File: src/rtl/ifu_pkg.sv
// Shared fetch-path types and helpers.
//   FQ_DEPTH_DEF / FETCH_W_DEF / VA_SIZE_DEF : default queue sizing
//   fetch_slot_t                             : one queued instruction
//   popcount_lanes()                         : set-bit count of up to 4 lanes
package ifu_pkg;

    localparam int unsigned FQ_DEPTH_DEF = 8;
    localparam int unsigned FETCH_W_DEF  = 2;
    localparam int unsigned VA_SIZE_DEF  = 48;

    // pc is sized for the widest supported VA; narrower PCs are zero-extended
    typedef struct packed {
        logic [VA_SIZE_DEF-1:0] pc;
        logic [31:0]            opcode;
        logic                   pr_taken;
    } fetch_slot_t;

    function automatic logic [2:0] popcount_lanes(input logic [3:0] lanes);
        logic [2:0] n;
        n = '0;
        for (int i = 0; i < 4; i++) begin
            n = n + 3'(lanes[i]);
        end
        return n;
    endfunction

endpackage

File: src/rtl/ifu_fq_compact.sv
// Lane compaction: maps a lane-valid mask to per-lane destination offsets
// (exclusive prefix popcount) and the total number of valid lanes.
//   i_vld   : per-lane valid, lane 0 oldest
//   o_off   : lane i offset at [i*OFF_W +: OFF_W] (meaningful only where i_vld[i])
//   o_total : popcount(i_vld)
module ifu_fq_compact #(
    parameter int unsigned FETCH_W = 2
) (
    input  logic [FETCH_W-1:0]                        i_vld,
    output logic [FETCH_W*($clog2(FETCH_W)+1)-1:0]    o_off,
    output logic [$clog2(FETCH_W):0]                  o_total
);

    localparam int unsigned OFF_W = $clog2(FETCH_W) + 1;

    logic [OFF_W-1:0] w_acc;

    // Running count of valid lanes below each lane
    always_comb begin
        w_acc = '0;
        o_off = '0;
        for (int i = 0; i < FETCH_W; i++) begin
            o_off[i*OFF_W +: OFF_W] = w_acc;
            w_acc = w_acc + OFF_W'(i_vld[i]);
        end
        o_total = w_acc;
    end

endmodule

File: src/rtl/ifu_fetch_queue.sv
// Instruction fetch queue between icache fetch and decode.
// Accepts up to FETCH_W instructions per cycle (lane mask, holes allowed),
// stores them compacted in program order, presents up to ISSUE_W oldest.
//   clk, reset (async, active low), clear (redirect flush)
//   push_vld/push_pc/push_opcode/push_pr_taken : fetch-side lanes
//   free_cnt (registered), push_ok (combinational)
//   out_vld/out_pc/out_opcode/out_pr_taken     : decode-side slots, slot 0 oldest
//   pop_cnt                                     : slots consumed by decode
//   err_ovf / err_udf                           : sticky protocol error flags
// VA_SIZE must not exceed ifu_pkg::VA_SIZE_DEF.
module ifu_fetch_queue
    import ifu_pkg::*;
#(
    parameter int unsigned FETCH_W = FETCH_W_DEF,
    parameter int unsigned ISSUE_W = 1,
    parameter int unsigned DEPTH   = FQ_DEPTH_DEF,
    parameter int unsigned VA_SIZE = VA_SIZE_DEF
) (
    input  logic                         clk,
    input  logic                         reset,
    input  logic                         clear,
    input  logic [FETCH_W-1:0]           push_vld,
    input  logic [FETCH_W*VA_SIZE-1:0]   push_pc,
    input  logic [FETCH_W*32-1:0]        push_opcode,
    input  logic [FETCH_W-1:0]           push_pr_taken,
    output logic [$clog2(DEPTH):0]       free_cnt,
    output logic                         push_ok,
    output logic [ISSUE_W-1:0]           out_vld,
    output logic [ISSUE_W*VA_SIZE-1:0]   out_pc,
    output logic [ISSUE_W*32-1:0]        out_opcode,
    output logic [ISSUE_W-1:0]           out_pr_taken,
    input  logic [$clog2(ISSUE_W):0]     pop_cnt,
    output logic                         err_ovf,
    output logic                         err_udf
);

    localparam int unsigned AW    = $clog2(DEPTH);
    localparam int unsigned PW    = AW + 1;
    localparam int unsigned OFF_W = $clog2(FETCH_W) + 1;
    localparam int unsigned POP_W = $clog2(ISSUE_W) + 1;

    logic [PW-1:0]            r_rd_ptr;
    logic [PW-1:0]            r_wr_ptr;
    logic [PW-1:0]            r_free;
    logic                     r_err_ovf;
    logic                     r_err_udf;
    fetch_slot_t              r_mem [DEPTH];

    logic [FETCH_W*OFF_W-1:0] w_off;
    logic [OFF_W-1:0]         w_push_n;
    logic [PW-1:0]            w_count;
    logic                     w_push_req;
    logic                     w_push;
    logic [PW-1:0]            w_push_amt;
    logic [POP_W-1:0]         w_avail;
    logic                     w_pop_bad;
    logic [POP_W-1:0]         w_pop_n;

    ifu_fq_compact #(
        .FETCH_W (FETCH_W)
    ) u_compact (
        .i_vld   (push_vld),
        .o_off   (w_off),
        .o_total (w_push_n)
    );

    // Wrap-bit pointers make the difference the occupancy directly
    assign w_count    = r_wr_ptr - r_rd_ptr;

    // Space freed by a same-cycle pop is not usable until next cycle
    assign push_ok    = PW'(w_push_n) <= r_free;
    assign w_push_req = |push_vld;
    assign w_push     = push_ok & w_push_req & ~clear;
    assign w_push_amt = w_push ? PW'(w_push_n) : '0;

    assign w_avail    = POP_W'(popcount_lanes(4'(out_vld)));
    assign w_pop_bad  = pop_cnt > w_avail;
    assign w_pop_n    = (w_pop_bad | clear) ? '0 : pop_cnt;

    assign free_cnt   = r_free;
    assign err_ovf    = r_err_ovf;
    assign err_udf    = r_err_udf;

    // Read slots: slot k shows entry rd_ptr+k
    always_comb begin
        out_vld      = '0;
        out_pc       = '0;
        out_opcode   = '0;
        out_pr_taken = '0;
        for (int k = 0; k < ISSUE_W; k++) begin
            out_vld[k]                     = w_count > PW'(k);
            out_pc[k*VA_SIZE +: VA_SIZE]   = r_mem[AW'(r_rd_ptr[AW-1:0] + AW'(k))].pc[VA_SIZE-1:0];
            out_opcode[k*32 +: 32]         = r_mem[AW'(r_rd_ptr[AW-1:0] + AW'(k))].opcode;
            out_pr_taken[k]                = r_mem[AW'(r_rd_ptr[AW-1:0] + AW'(k))].pr_taken;
        end
    end

    // Control state: pointers, free count, sticky errors
    always_ff @(posedge clk or negedge reset) begin
        if (!reset) begin
            r_rd_ptr  <= '0;
            r_wr_ptr  <= '0;
            r_free    <= PW'(DEPTH);
            r_err_ovf <= 1'b0;
            r_err_udf <= 1'b0;
        end else begin
            if (clear) begin
                r_rd_ptr <= '0;
                r_wr_ptr <= '0;
                r_free   <= PW'(DEPTH);
            end else begin
                r_rd_ptr <= r_rd_ptr + PW'(w_pop_n);
                r_wr_ptr <= r_wr_ptr + w_push_amt;
                r_free   <= r_free + PW'(w_pop_n) - w_push_amt;
            end
            if (w_push_req && !push_ok) begin
                r_err_ovf <= 1'b1;
            end
            if (w_pop_bad) begin
                r_err_udf <= 1'b1;
            end
        end
    end

    // Array write: valid lanes land at consecutive entries from wr_ptr
    always_ff @(posedge clk) begin
        if (w_push) begin
            for (int i = 0; i < FETCH_W; i++) begin
                if (push_vld[i]) begin
                    r_mem[AW'(r_wr_ptr[AW-1:0] + AW'(w_off[i*OFF_W +: OFF_W]))] <= '{
                        pc:       VA_SIZE_DEF'(push_pc[i*VA_SIZE +: VA_SIZE]),
                        opcode:   push_opcode[i*32 +: 32],
                        pr_taken: push_pr_taken[i]
                    };
                end
            end
        end
    end

endmodule

File: config.mk
export PLATFORM = sky130hd
export DESIGN_NAME = ifu_fetch_queue
export DESIGN_NICKNAME = d
export VERILOG_FILES = /design/src/rtl/ifu_pkg.sv /design/src/rtl/ifu_fq_compact.sv /design/src/rtl/ifu_fetch_queue.sv
export SDC_FILE = /design/constraint.sdc
export NUM_CORES = 1
export LEC_CHECK = 0
export BUFFER_PORTS_ARGS = -buffer_cell sky130_fd_sc_hd__buf_2
export CAP_MARGIN = 10
export CORE_UTILIZATION = 48
export CTS_CLUSTER_SIZE = 30
export DETAILED_ROUTE_END_ITERATION = 16
export GPL_ROUTABILITY_DRIVEN = 0
export GPL_TIMING_DRIVEN = 0
export PLACE_DENSITY_LB_ADDON = 0.05
export SLEW_MARGIN = 20
export SYNTH_ARGS = -nofsm -noshare
export SYNTH_HDL_FRONTEND = slang
export SYNTH_SLANG_ARGS = --single-unit
File: constraint.sdc
create_clock -name clk -period 8.8 [get_ports clk]
set_input_delay 1.76 -clock clk [delete_from_list [all_inputs] [get_ports clk]]
set_output_delay 1.76 -clock clk [all_outputs]
set_load 0.02 [all_outputs]
Word level (Yosys, flattened, before mapping). Memory sizes are Yosys's and may differ from the RTL's. Cells that the tools add are included.

Logic and storage cells: 34. Output and inout port bits: 89. RAM bits: 648. Bits in registers: 14. Memories kept: 1.

Memories: r_mem (words 8, width 81, rd ports 1, clocked after Yosys merged registers in 0, wr ports 2, RTL line ifu_fetch_queue.sv:47) `fetch_slot_t r_mem [DEPTH];`.

Reductions and logical operators: 3. Bitwise logic cells: 4. $lt $le $gt $ge: 3. Multiplexer cells: 11. Add/subtract/negate cells: 7.

Operator list (count): $mux 4 (3); $add 4x1->4 (2); $mux 1 (7); $add 4x2->4 (1); $gt 4x1->1 const B (1); $le 2x4->1 (1); $sub 4x2->4 (1); $sub 4x4->4 (1); $add 3x1->3 (1); $add 1x1->2 (1); $and 1x1->1 (2); $mux 2 (1); $reduce_or 2->1 (1); $gt 1x1->1 (1); $logic_and 1x1->1 (1); $logic_not 1->1 (1); $not 1->1 (1); $or 1x1->1 (1).

Depth between registers and ports, before layout. Gate-level depths: netlist (run 1).

Depth in word-level cells: 8. Gate-level depth with buffers: 15. Gate-level depth less buffers: 15.

By module. A second synthesis (run 1) with hierarchy kept.

Cells, all modules: 1956. Area total of the unflattened synthesis: 33131.8 sq um.

Modules (own cells, without submodules): ifu_fetch_queue (sequential area each 19810.2 sq um, cells each 1950, area an instance 33085.5 sq um, instances 1); ifu_fq_compact (sequential area each 0.0 sq um, cells each 6, area an instance 46.3 sq um, instances 1).

Worst setup path after synthesis (run 1). OpenSTA, ideal clock, no wires.

Path type: in2reg. Start point: input port push_vld[0]. End point: memory r_mem[2][0] (netlist bit) (enable). Stages on the path: 6. Data arrival time: 6.810 ns. Required time: 8.253 ns. Setup slack: 1.443 ns. Path buffers: 1. Cells stage by stage: ha_1 ha_1 nor2b_1 o211a_1 buf_2 a21oi_1.

RTL lines: start: declaration (RTL line ifu_fetch_queue.sv:22) `input logic [FETCH_W-1:0] push_vld,`; end: declaration (RTL line ifu_fetch_queue.sv:47).

Worst setup path after layout (run 1).
Start point: register r_rd_ptr[1]. End point: output port out_vld.

Longest elaborated chain between the ends: 2.

Ends and longest elaborated chain: start: declaration (RTL line ifu_fetch_queue.sv:42) `logic [PW-1:0] r_rd_ptr;`; start signal: assignment (RTL line ifu_fetch_queue.sv:112) `r_rd_ptr <= r_rd_ptr + PW'(w_pop_n);`; $sub 4x4->4 (RTL line ifu_fetch_queue.sv:68) `assign w_count = r_wr_ptr - r_rd_ptr;`; $gt 4x1->1 (RTL line ifu_fetch_queue.sv:91) `out_vld[k] = w_count > PW'(k);`; end: declaration (RTL line ifu_fetch_queue.sv:28) `output logic [ISSUE_W-1:0] out_vld,`.

Every way passes these cells.

==> metrics, run 1 <==
Sink Count 662; Max Buffers Root-to-Sink 3; syn_area_per_cell about 17 sq um; Slew Limit Fails 0; crit start category register; Die Width about 270 um; later-pin clock latency in the skew report approximately 0.61 ns; CP Max Fanout 10; top cell type's share of synthesized area 58.49%; Synth Instances slightly below 2000; initial antenna violation count 23; Max Freq between 150 and 200 MHz; Cell Rows 96; pre-CTS WS 3.567 ns; DRT Pass-1 Iters 5; nets 2516; NetSw approximately 0.0020 W; Setup CP Type register to output port; outcome completed; Core Util, Final between 50% and 60%; final setup fails 0; FF-to-FF setup slack ~4.3 ns; die area 70370 sq um; Starting Density 48.51%; WHS 0.4497 ns; maximum VDD drop ~120 uV; CP cell instances clkbuf_1 -> clkbuf_1 -> inv_1 -> ha_1 -> nor2b_1 -> or4_1 -> a21oi_1 -> inv_1 -> buf_2; Least-Margin Pin Slew ~0.96 ns; Reg power frac a little under half; crit share post-route roughly two thirds; register area share after synthesis between 50% and 60%; pwr dens just over 200 nW/um^2; post-DP HPWL 58420 um; Logic pwr share between 10% and 20%; vias in the first global route roughly 20000; fraction of layout cells with a size suffix above 1 53.36%; maxcap violations 0; CTS root buffer clkbuf_16; antenna-violating nets left 0; Rel. slew slack 36.07%; Worst setup EP type output port; Top Layer Used met5; Seq cells post-synth about 660; Total Power roughly 0.008 W; Clock Skew 0.01724 ns; Mapped Nets approximately 2100; H-tree Lvls 3; CTS Hold Buffers Added 0; final worst slack slightly below 3 ns; via count around 19000; Sw Share between 20% and 30%; core box area between 60000 and 70000 sq um; Area contributors post-synth edfxtp_1 58%, mux2_2 21%, mux4_2 11%; slowest stage cell, crit path clkbuf_1; Leakage 13.55 nW; CTS tree yes; GRT Total Usage between 20% and 30%; DR WL/cell roughly 27 um; drt first-iter violations between 1000 and 1500; delay-heaviest family, CP buffers and inverters; Hold Path Class register to register; DR vias/cell roughly 5.8; final hold vios 0; Layout area overhead 18.11%; minimum clock period a little under 6 ns; Syn Std Cell Area roughly 33000 sq um; Worst Path Required 7.04 ns; total I/O pin count between 200 and 300; die height 265.3 um; DRC viols 0; DRT Wirelength about 90000 um; largest net degree at the start of global routing 19; Worst-path clk slew ~0.060 ns; detailed-routed wire length on met2 44370 um; Netlist cell types 41; first-pass GRT wire length about 130000 um; grt ovf 0; post-CTS setup buffers 0; Num CTS Buffers between 70 and 80; clock power share ~38%; RSZ-0062 raised after global routing false; filler cell count in the final layout 5441; buffers plus inverters on the worst setup path 5; Yosys warnings 0; WP data arrival a little over 4 ns; Gates resized, CTS repair 0; PortBufs approximately 260; Largest stage delay, worst path 0.73 ns; metal3 WL around 5700 um; met1 WL 39160 um; Int Power 0.005961 W; Yosys top cell by area edfxtp_1
==> metal layers <==
metal | vias up | GRT usage [%]
met2 | 565 | 42.08
met5 | - | 0
met1 | 9885 | 36.30
li1 | 8532 | -
met4 | 22 | 8.233
met3 | 133 | 5.092
==> metrics by stage <==
stage | instance area, sq um | cells | setup TNS, ns
2_1_floorplan | 33270 | 1952 | 0
3_3_place_gp | 35720 | 3139 | -2049.91
3_5_place_dp | 36960 | 3184 | 0
4_1_cts | 39260 | 3313 | 0
5_1_grt | 39280 | 3323 | 0
6_report | 39300 | 3328 | 0
==> cell usage after synthesis, drive strengths merged <==
| cell | n |
|---|---|
| clkbuf | 29 |
| nand2b | 1 |
| edfxtp | 648 |
| nor2b | 9 |
| a32oi | 2 |
| xnor2 | 7 |
| a21o | 2 |
| a21oi | 7 |
| o211ai | 1 |
| or4 | 1 |
| and3 | 2 |
| xnor3 | 1 |
| nor3 | 1 |
| nor2 | 17 |
| o211a | 1 |
| fa | 2 |
| nand4 | 1 |
| mux4 | 162 |
| nand2 | 246 |
| ha | 19 |
| nor3b | 1 |
| nor4bb | 1 |
| mux2 | 648 |
| nand3 | 12 |
| nor4 | 1 |
| xor2 | 2 |
| buf | 94 |
| dfrtp | 13 |
| dfstp | 1 |
| or3b | 1 |
| o21bai | 1 |
| inv | 14 |
| a22oi | 2 |
| nor4b | 2 |
==> layout by cell type (no fill, tap or decap), types with 3 or more instances in the layout <==
cell       netlist  layout
buf_2           54     310
mux2_1          35      35
bufinv_16        0       6
buf_1            8       8
clkinv_1         0      17
nor2b_1          9       9
clkinv_2         0       7
nand2_1        246     246
mux2_2         613     613
nor2_1          13       9
edfxtp_1       648     648
a21oi_4          0       4
a21oi_1          7       3
clkbuf_16        0      77
diode_2          0      15
mux4_2         162     162
buf_4            8       8
nand3_1         12      12
clkbuf_1        29      49
buf_16           0      37
inv_1           12      12
ha_1            19      19
xnor2_1          7       7
dfrtp_1         13      13
buf_12           0       6
nor2_4           4       8
buf_6           24      24
==> worst paths after layout <==
kind,depth (start not counted),startpoint,end
worst min-delay path,1,err_udf$_DFFE_PN0P_,err_udf$_DFFE_PN0P_
max in group asynchronous,1,reset,free_cnt[3]$_DFF_PN1_
worst max register to register,14,r_rd_ptr[1]$_DFF_PN0_,free_cnt[2]$_DFF_PN0_
worst max-delay path,9,r_rd_ptr[1]$_DFF_PN0_,out_vld
min in group asynchronous,1,reset,r_wr_ptr[3]$_DFF_PN0_
worst min register to register,1,err_udf$_DFFE_PN0P_,err_udf$_DFFE_PN0P_
==> kinds of logic after synthesis <==
group | Yosys count | synth area share (%)
compound gates | 16 | 0.3234
xor+xnor | 10 | 0.3046
fa+ha+maj | 21 | 0.8349
buf+inv | 137 | 2.381
flops | 662 | 59.54
mux | 810 | 32.90
simple gates | 296 | 3.716
==> final cells by class <==
cell class | count | area (sq um) | area share [%]
Antenna cell | 15 | 37.54 | 0.09552
Buffer | 123 | 739.5 | 1.882
Clock buffer | 97 | 2002 | 5.094
Clock inverter | 32 | 296.5 | 0.7546
Inverter | 14 | 52.55 | 0.1337
Multi-Input combinational cell | 1153 | 12740 | 32.43
Sequential cell | 662 | 19810 | 50.41
Tap cell | 931 | 1165 | 2.964
Timing Repair Buffer | 301 | 2450 | 6.234
==> sequential cells by signal, indices dropped and copies added (netlist names) <==
signal and flops:
r_wr_ptr 4, r_mem 648, err_ovf 1, r_rd_ptr 4
err_udf 1, free_cnt 4
==> power by group through the flow <==
stage / Sequential (W) / Clock (W) / Combinational, W
floorplan: 0.00373 / 0 / 0.000802
global placement: 0.00374 / 0 / 0.00121
detailed placement: 0.00371 / 0 / 0.00130
CTS: 0.00364 / 0.00308 / 0.00131
global route: 0.00365 / 0.00319 / 0.00139
finish: 0.00364 / 0.00302 / 0.00129
Note: power is estimated with default switching activity, not from simulation.
==> run 2, diff against run 1 <==
clock period = 5 ns   (was 8.8 ns; I/O delays follow)
==> run 2 against run 1 <==
Effect of this change:
- count of clock-buffer cells in the layout unchanged
- clock skew increased by 0.00099 ns
- clock power increased by 76%
- cell count unchanged
- critical path type unchanged
- first-iteration DRC count decreased by 0.67%
- hold slack got worse by 0.17 ns
- critical path depth unchanged
- register-to-register slack got worse by 3.5 ns
- sequential power increased by 76%
==> metrics, run 2 (synthesis gave the netlist of run 1 again) <==
crit start category register; Worst-path clk slew approximately 0.060 ns; post-DP HPWL 58420 um; Worst setup EP type output port; outcome completed; final worst slack approximately 0.24 ns; CP cell instances clkbuf_2 -> clkbuf_1 -> inv_1 -> ha_1 -> nor2b_1 -> or4_1 -> a21oi_1 -> inv_1 -> buf_2; pre-CTS WS ~0.49 ns; delay-heaviest family, CP buffers and inverters; first-pass GRT wire length 133500 um; post-CTS setup buffers 0; RSZ-0062 raised after global routing false; commonest non-fill, non-tap cell in the layout edfxtp_1; die height around 270 um; Max Buffers Root-to-Sink 3; vias in the first global route 19880; minimum clock period around 4.8 ns; Hold Path Class input pin to asynchronous set/reset pin; die area approximately 70000 sq um; DRT Pass-1 Iters 5; grt ovf 0; PortBufs approximately 260; FF-to-FF Start r_rd_ptr[1]$_DFF_PN0_; antenna-violating nets left 0; WP data arrival 3.76 ns; Largest stage delay, worst path 0.66 ns; Critical Path Start r_rd_ptr[1]$_DFF_PN0_; Setup CP Type register to output port; critical path's most frequent cell inv_1; core box area between 60000 and 70000 sq um; pwr dens 356.4 nW/um^2; DR vias/cell 5.758; Die Width between 200 and 300 um; largest net degree at the start of global routing 19; CTS Hold Buffers Added 0; GRT Total Usage 26.27%; H-tree Lvls 3; placed cells roughly 3200; Cell Rows 96; Starting Density slightly below 50%; final hold vios 0; Worst Path Required 4.00 ns; Num CTS Buffers between 70 and 80; CTS tree yes; maxcap violations 0; via count 19160; max FFs per register between 600 and 700; filler cell count in the final layout about 5400; FF-to-FF setup slack 0.82 ns; Rel. slew slack between 30% and 40%; Sink Count about 660; DR WL/cell about 28 um; CP Max Fanout 10; fin cells between 3000 and 4000; Worst R2R End free_cnt[2]$_DFF_PN0_; maximum VDD drop between 200 and 250 uV; initial antenna violation count 23; most frequent cells in the layout 648 x edfxtp_1, 613 x mux2_2, 310 x buf_2; DRC viols 0; total I/O pin count roughly 260; Slew Limit Fails 0; Max Freq approximately 210 MHz; Clock Skew roughly 0.018 ns; r2r worst-path depth 14; buffers plus inverters on the worst setup path 5; drt first-iter violations 1488; DRT Wirelength between 90000 and 100000 um; crit share post-route a little over nine tenths; slowest stage cell, crit path clkbuf_1; Layout area overhead 18.12%; later-pin clock latency in the skew report slightly above 0.6 ns; CTS root buffer clkbuf_16; fraction of layout cells with a size suffix above 1 a little over half; Least-Margin Pin Slew 0.9434 ns; final setup fails 0; Leakage roughly 14 nW; nets around 2500
[run 2: cell counts in the layout (fill, tap and decap cells not counted)]
Identical to the previous run, type by type.
[run 2: layout make-up]
type                       count  area [sq um]  area share [%]
buffer                       123         740.7           1.885
clock inverter                32         296.5          0.7546
multi-input combinational   1153         12740           32.43
tap                          931          1165           2.964
sequential                   662         19810           50.41
inverter                      14         52.55          0.1337
clock buffer                  97          2002           5.094
antenna                       15         37.54         0.09552
timing repair buffer         301          2450           6.234
[run 2: through the flow]
| stage | power, W | hold WS [ns] | setup TNS [ns] | instance area (sq um) | utilization [%] |
|---|---|---|---|---|---|
| after global routing | 0.01449 | 0.2962 | 0 | 39290 | 57.28 |
| after detailed placement | 0.008827 | 0.4395 | 0 | 36960 | 53.89 |
| after floorplan | 0.007969 | 0.5464 | -852.17 | 33270 | - |
| after CTS | 0.01413 | 0.2704 | 0 | 39260 | 57.24 |
| after global placement | 0.008726 | 0.4413 | -4019.83 | 35720 | 52.08 |
| final | 0.01401 | 0.2811 | 0 | 39300 | 57.30 |
[run 2: repair_timing]
action	in CTS	in global routing
resized for setup	1	0
endpoints found under the setup margin	1	0
endpoints found under the hold margin	0	0
[run 2: power by group]
group,internal [W],leakage (nW),switching [W],total [W]
combinational,0.00102,6.39,0.00126,0.00228
clock,0.00311,1.12,0.00220,0.00531
sequential,0.00636,6.04,0.0000562,0.00641
total,0.0105,13.5,0.00352,0.0140
[run 2: how the worst max path moves through the flow]
stage / depth (start not counted) / slack [ns] / to
finish: 9 / 0.24 / out_vld
floorplan: 6 / -1.60 / r_mem[2][0]$_DFFE_PP_
detailed placement: 14 / 0.49 / free_cnt[2]$_DFF_PN0_
global route: 9 / 0.06 / out_vld
global placement: 7 / -6.96 / r_mem[2][12]$_DFFE_PP_
CTS: 9 / 0.19 / out_vld
[run 2: layer usage]
layer	GRT usage (%)	share of wire, %	vias up
met5	0	0.15	-
met4	8.233	2.3	22
met3	5.092	6.3	135
met2	42.08	49	574
met1	36.30	43	9902
li1	-	-	8531
